### src/rtl/hazard_pkg.sv
// Shared types for the hazard / pipeline-control unit: FSM states,
// the register-file forward select code and the scoreboard entry layout.
package hazard_pkg;

  typedef enum logic {
    RUN      = 1'b0,
    MEM_WAIT = 1'b1
  } hz_state_t;

  localparam int FWD_RF = 0;

  // Widest register address the scoreboard entry can hold; narrower
  // addresses are zero-extended into it.
  localparam int SB_RD_W = 8;
  typedef logic [SB_RD_W-1:0] sb_rd_t;

  typedef struct packed {
    logic   valid;
    sb_rd_t rd;
    logic   is_load;
  } sb_entry_t;

endpackage

### src/rtl/hazard_scoreboard.sv
// In-flight destination scoreboard (stage 0 = execute) with the
// youngest-producer-wins forward select logic for both execute operands.
module hazard_scoreboard
  import hazard_pkg::*;
#(
  parameter  int REG_ADDR_W = 5,
  parameter  int FWD_STAGES = 2,
  localparam int FWD_SEL_W  = $clog2(FWD_STAGES + 1)
) (
  input  logic                  clk,
  input  logic                  rst,
  input  logic                  advance,
  input  logic                  enter,
  input  logic [REG_ADDR_W-1:0] rs1,
  input  logic [REG_ADDR_W-1:0] rs2,
  input  logic [REG_ADDR_W-1:0] rd,
  input  logic                  wr_enable,
  input  logic                  is_load,
  output sb_entry_t             head,
  output logic [FWD_SEL_W-1:0]  fwd_sel_a,
  output logic [FWD_SEL_W-1:0]  fwd_sel_b
);

  sb_entry_t             sb [FWD_STAGES+1];
  logic [REG_ADDR_W-1:0] ex_rs1;
  logic [REG_ADDR_W-1:0] ex_rs2;

  always_ff @(posedge clk) begin
    if (rst) begin
      // NOTE: this array is a handful of flops, not RAM, and stale valid bits
      // would forward garbage after reset, so every entry is cleared.
      for (int k = 0; k <= FWD_STAGES; k++) sb[k] <= '0;
      ex_rs1 <= '0;
      ex_rs2 <= '0;
    end else if (advance) begin
      // NOTE: non-blocking assignments let each stage take its neighbour's
      // pre-edge value regardless of loop order.
      for (int k = FWD_STAGES; k >= 1; k--) sb[k] <= sb[k-1];
      sb[0].valid   <= enter && wr_enable && (rd != '0);
      sb[0].rd      <= sb_rd_t'(rd);
      sb[0].is_load <= enter && is_load;
      ex_rs1        <= enter ? rs1 : '0;
      ex_rs2        <= enter ? rs2 : '0;
    end
  end

  assign head = sb[0];

  // Scan oldest to youngest so the nearest producer overwrites older matches.
  always_comb begin
    fwd_sel_a = FWD_SEL_W'(FWD_RF);
    fwd_sel_b = FWD_SEL_W'(FWD_RF);
    for (int k = FWD_STAGES; k >= 1; k--) begin
      if (ex_rs1 != '0 && sb[k].valid && sb[k].rd == sb_rd_t'(ex_rs1))
        fwd_sel_a = FWD_SEL_W'(k);
      if (ex_rs2 != '0 && sb[k].valid && sb[k].rd == sb_rd_t'(ex_rs2))
        fwd_sel_b = FWD_SEL_W'(k);
    end
  end

endmodule

### src/rtl/hazard_ctrl.sv
// Hazard and pipeline-control unit: load-use bubbles, jump/redirect flushes,
// data-memory freeze FSM with watchdog. Perf counters exist only with HAZARD_PERF_EN.
module hazard_ctrl
  import hazard_pkg::*;
#(
  parameter  int REG_ADDR_W = 5,
  parameter  int FWD_STAGES = 2,
  parameter  int MAX_WAIT   = 255,
  localparam int FWD_SEL_W  = $clog2(FWD_STAGES + 1)
) (
  input  logic                  clk,
  input  logic                  rst,
  input  logic                  decode_valid,
  input  logic [REG_ADDR_W-1:0] decode_rs1,
  input  logic [REG_ADDR_W-1:0] decode_rs2,
  input  logic [REG_ADDR_W-1:0] decode_rd,
  input  logic                  decode_regfile_wr_enable,
  input  logic                  decode_is_load,
  input  logic                  decode_jump,
  input  logic                  execute_redirect,
  input  logic                  mem_dmem_req,
  input  logic                  dmem_ready,
  output logic                  stall_fetch,
  output logic                  stall_decode,
  output logic                  freeze,
  output logic                  flush_fetch,
  output logic                  flush_execute,
  output logic [FWD_SEL_W-1:0]  fwd_sel_a,
  output logic [FWD_SEL_W-1:0]  fwd_sel_b,
  output logic                  mem_timeout,
  output logic [31:0]           stall_cycles,
  output logic [31:0]           flush_count
);

  localparam int                WAIT_W    = $clog2(MAX_WAIT + 1);
  localparam logic [WAIT_W-1:0] WAIT_MAX  = WAIT_W'(MAX_WAIT);
  localparam logic [WAIT_W-1:0] WAIT_LAST = WAIT_W'(MAX_WAIT - 1);

  hz_state_t         state;
  hz_state_t         state_next;
  logic [WAIT_W-1:0] wait_cnt;
  logic              waiting;
  logic              load_use;
  logic              enter;
  sb_entry_t         ex_head;

  hazard_scoreboard #(
    .REG_ADDR_W (REG_ADDR_W),
    .FWD_STAGES (FWD_STAGES)
  ) u_scoreboard (
    .clk       (clk),
    .rst       (rst),
    .advance   (!freeze),
    .enter     (enter),
    .rs1       (decode_rs1),
    .rs2       (decode_rs2),
    .rd        (decode_rd),
    .wr_enable (decode_regfile_wr_enable),
    .is_load   (decode_is_load),
    .head      (ex_head),
    .fwd_sel_a (fwd_sel_a),
    .fwd_sel_b (fwd_sel_b)
  );

  assign load_use = ex_head.valid && ex_head.is_load &&
                    (ex_head.rd == sb_rd_t'(decode_rs1) ||
                     ex_head.rd == sb_rd_t'(decode_rs2));

  assign enter = decode_valid && !stall_decode && !flush_execute;

  // The access that starts a wait is frozen in its own RUN cycle, and the
  // cycle that sees dmem_ready already advances, so the freeze window is
  // exactly the cycles the memory stage is stuck.
  always_comb begin
    // NOTE: every output gets a default first so no path infers a latch.
    state_next    = state;
    waiting       = 1'b0;
    freeze        = 1'b0;
    stall_fetch   = 1'b0;
    stall_decode  = 1'b0;
    flush_fetch   = 1'b0;
    flush_execute = 1'b0;
    case (state)
      RUN:      waiting = mem_dmem_req && !dmem_ready;
      MEM_WAIT: waiting = !dmem_ready;
      default:  waiting = 1'b0;
    endcase
    if (waiting) begin
      state_next   = MEM_WAIT;
      freeze       = 1'b1;
      stall_fetch  = 1'b1;
      stall_decode = 1'b1;
    end else begin
      state_next = RUN;
      if (execute_redirect) begin
        flush_fetch   = 1'b1;
        flush_execute = 1'b1;
      end else if (load_use) begin
        stall_fetch   = 1'b1;
        stall_decode  = 1'b1;
        flush_execute = 1'b1;
      end else if (decode_jump) begin
        // A stalled jump stays in decode and flushes once it is released.
        flush_fetch = 1'b1;
      end
    end
  end

  always_ff @(posedge clk) begin
    if (rst) begin
      state       <= RUN;
      wait_cnt    <= '0;
      mem_timeout <= 1'b0;
    end else begin
      state <= state_next;
      if (!waiting)
        wait_cnt <= '0;
      else if (wait_cnt != WAIT_MAX)
        wait_cnt <= wait_cnt + WAIT_W'(1);
      if (waiting && wait_cnt >= WAIT_LAST)
        mem_timeout <= 1'b1;
    end
  end

`ifdef HAZARD_PERF_EN
  always_ff @(posedge clk) begin
    if (rst) begin
      stall_cycles <= '0;
      flush_count  <= '0;
    end else begin
      if (stall_decode && stall_cycles != '1)
        stall_cycles <= stall_cycles + 32'd1;
      if ((flush_fetch || flush_execute) && flush_count != '1)
        flush_count <= flush_count + 32'd1;
    end
  end
`else
  assign stall_cycles = '0;
  assign flush_count  = '0;
`endif

endmodule

### config.mk
export PLATFORM = sky130hd
export DESIGN_NAME = hazard_ctrl
export DESIGN_NICKNAME = d
export VERILOG_FILES = /design/src/rtl/hazard_pkg.sv /design/src/rtl/hazard_scoreboard.sv /design/src/rtl/hazard_ctrl.sv
export SDC_FILE = /design/constraint.sdc
export NUM_CORES = 1
export LEC_CHECK = 0
export ABC_AREA = 1
export CORE_MARGIN = 1
export CORE_UTILIZATION = 40
export CTS_BUF_LIST = sky130_fd_sc_hd__clkbuf_8
export CTS_CLUSTER_DIAMETER = 200
export CTS_CLUSTER_SIZE = 8
export DETAILED_ROUTE_END_ITERATION = 8
export PLACE_DENSITY = 0.74
export SETUP_SLACK_MARGIN = 0.3
export SLEW_MARGIN = 10
export SYNTH_ARGS = -nofsm -noshare
export SYNTH_HDL_FRONTEND = slang
export SYNTH_SLANG_ARGS = --single-unit
### constraint.sdc
create_clock -name clk -period 1.5 [get_ports clk]
set_clock_uncertainty 0.2 [all_clocks]
set_input_delay 0.225 -clock clk [delete_from_list [all_inputs] [get_ports clk]]
set_output_delay 0.225 -clock clk [all_outputs]
set_load 0.03 [all_outputs]
==> reports/results.tsv <==
stage	metric	value	unit
outcome	outcome	finished with violations	
outcome	violations	DRC, setup timing	
clocking	cts_tree	yes	
global_routing	antenna_found_initial	0	
synthesis	synth_warnings	0	
setup_path	end_kind	primary output	
timing	fmaxAchievable	490	MHz
synthesis	avgSynthCellArea	7.52	um2
routing	drc	2	
floorplanning	die_w	83.1	um
floorplanning	io_pins	98	
synthesis	syn_inst	350	
clocking	htreeDepth	2	
timing	rsz0062_at_grt	yes	
synthesis	synthArstFlopShare	0	
routing	wl	7.19	mm
hold_path	hold_path_class	register to register	
setup_path	path_max_fanout	3	
global_routing	grt_overflow	0	
clocking	numCtsBuffers	5	
pwr	power_leakage	1.94	nW
timing	setup_slack	-0.539	ns
setup_path	cp.arrival	1.61	ns
layout	final_cell_area	4100	um2
synthesis	synth-seq-cells	39	
flow_run	drv_cap	0	
layout	nFillCells	473	
routing	dr.pass1.iters	6	
global_routing	grt_pass1_vias	2321	
synthesis	synth_top_area_share	0.217	
floorplanning	start_util	0.414	
layout	nets	484	
floorplanning	core-area	6350	um2
floorplanning	die_area	6910	um2
layout	drive_above_1_share	0.392	
setup_path	crit_required	1.07	ns
timing	period_share	1.36	
global_routing	grt_max_degree	13	
timing	hold_violations	0	
clocking	insertion_delay	0.30	ns
synthesis	synth_edf_count	19	
pwr	vdd_drop_max	511	uV
place	gp_congestion	0.872	
routing	first_iter_violations	133	
layout	n_antenna_cell	0	
floorplanning	fp-row-count	29	
setup_path	worst-setup-path-type	register to primary output	
layout	fin_util	0.646	
routing	num_vias	2472	
routing	via_per_inst	4.61	
place	dpl_cell_area	3110	um2
clocking	clkTransAtPathRegs	0.08	ns
clocking	clockBufferDepth	2	
clocking	cts_hold_buf	0	
place	dp_hpwl	3.78	mm
synthesis	syn_area	2630	um2
pwr	p_per_area	704	nW/um2
timing	setup_violations	54	
routing	postRouteAntennaNets	0	
setup_path	start_kind	register	
place	dp_cells	483	
layout	seq_area	992	um2
layout	mostFrequentLayoutCell	conb_1	
global_routing	grt_usage	0.190	
clocking	cts_root_buf	clkbuf_8	
timing	fin_crit	2.04	ns
layout	multi_input_area	1500	um2
clocking	clock-sinks	39	
timing	holdWs	0.314	ns
synthesis	synth_cell_type_count	28	
layout	layout.cells.non_filler	536	
floorplanning	die_y	83.1	um
global_routing	grt_pass1_wl	10.6	mm
layout	areaGrowthSynthToFinish	55.8	%
synthesis	synth-main-ff-cell	dfxtp_1	
routing	wl_per_cell	13.4	um
synthesis	synth_top_area_cell	edfxtp_1	
timing	maxSlewViolCount	0	
place	port-buffer-count	33	
synthesis	yosysSeqAreaShare	0.369	
layout	mostFrequentLayoutCells	64 x conb_1, 58 x nand2_1, 41 x buf_4	
synthesis	synth_top_cells_by_area	edfxtp_1 22%, buf_4 19%, dfxtp_1 15%	
[cells in the mapped netlist (all sizes together), types with 4 or more instances]
| library cell | count |
|---|---|
| dfxtp | 20 |
| nor2 | 53 |
| a21oi | 12 |
| edfxtp | 19 |
| nand3 | 9 |
| xnor2 | 9 |
| xor2 | 6 |
| o21ai | 6 |
| nor3 | 4 |
| buf | 73 |
| inv | 49 |
| nand2 | 62 |
| nand4 | 13 |
[cells by family after synthesis]
kind of cell	share of synthesized area
DFF	0.369
AOI/OAI and AO/OA	0.0571
buffers and inverters	0.276
and+or+nand+nor	0.237
other	0.00143
xor gates and xnor gates	0.0499
adders and majority gates	0.00951
[flip-flops by register name, summed over array words and instances (netlist names)]
name	flops
u_scoreboard.ex_rs2	5
mem_timeout	1
u_scoreboard.sb	19
wait_cnt	8
state	1
u_scoreboard.ex_rs1	5
[power breakdown]
| part | leakage [nW] | switching (mW) | internal (mW) |
|---|---|---|---|
| combinational | 1.50 | 0.529 | 0.389 |
| sequential | 0.386 | 0.0499 | 1.17 |
| clock | 0.0524 | 0.386 | 0.365 |
| total | 1.94 | 0.965 | 1.92 |
[stage by stage]
step / setup slack (ns) / power, mW / TNS [ns]
final: -0.539 / 2.89 / -12.72
after global routing: -0.650 / 2.99 / -17.81
after CTS: -0.487 / 2.77 / -8.18
after detailed placement: -0.568 / 1.88 / -19.25
after global placement: -0.549 / 1.87 / -18.28
after floorplan: -0.257 / 1.80 / -6.27
[per-layer routing]
| metal | vias up | track usage | part of all wire |
|---|---|---|---|
| met5 | - | 0 | 0 |
| met4 | 0 | 0.0909 | 0.028 |
| met3 | 21 | 0.0417 | 0.046 |
| met2 | 109 | 0.343 | 0.55 |
| met1 | 1151 | 0.210 | 0.38 |
| li1 | 1191 | - | - |
[critical path, cell delays in order, from the launching register on]
cell      delay, ns
edfxtp_1       0.46
xor2_1         0.18
nor3_1         0.18
nand3_1        0.15
nor2_4         0.15
nor3_4         0.05
buf_6          0.14
[path summary, 6_finish.rpt]
| path | depth (start not counted) | slack [ns] | endpoint | start |
|---|---|---|---|---|
| setup / recovery | 6 | -0.54 | fwd_sel_b[1] | u_scoreboard.sb[0][13] |
| hold reg to reg | 2 | 0.31 | u_scoreboard.ex_rs2[3] | u_scoreboard.ex_rs2[3] |
| setup reg to reg | 12 | -0.49 | u_scoreboard.ex_rs1[1] | u_scoreboard.sb[0][3] |
| hold / removal | 2 | 0.31 | u_scoreboard.ex_rs2[3] | u_scoreboard.ex_rs2[3] |
[area by class of cell]
type | instances | area share
Clock buffer | 6 | 0.0201
Multi-Input combinational cell | 252 | 0.367
Tap cell | 77 | 0.0235
Clock inverter | 2 | 0.00214
Sequential cell | 39 | 0.242
Inverter | 49 | 0.0470
Timing Repair Buffer | 111 | 0.298
[repair_timing]
action / in CTS / in global routing
resized for setup: 96 / 43
setup buffers: 29 / 8
gates cloned: 7 / 1
setup endpoints to repair: 68 / 68
pin swaps: 24 / 15
No activity file was read; power rests on OpenSTA's default activity.
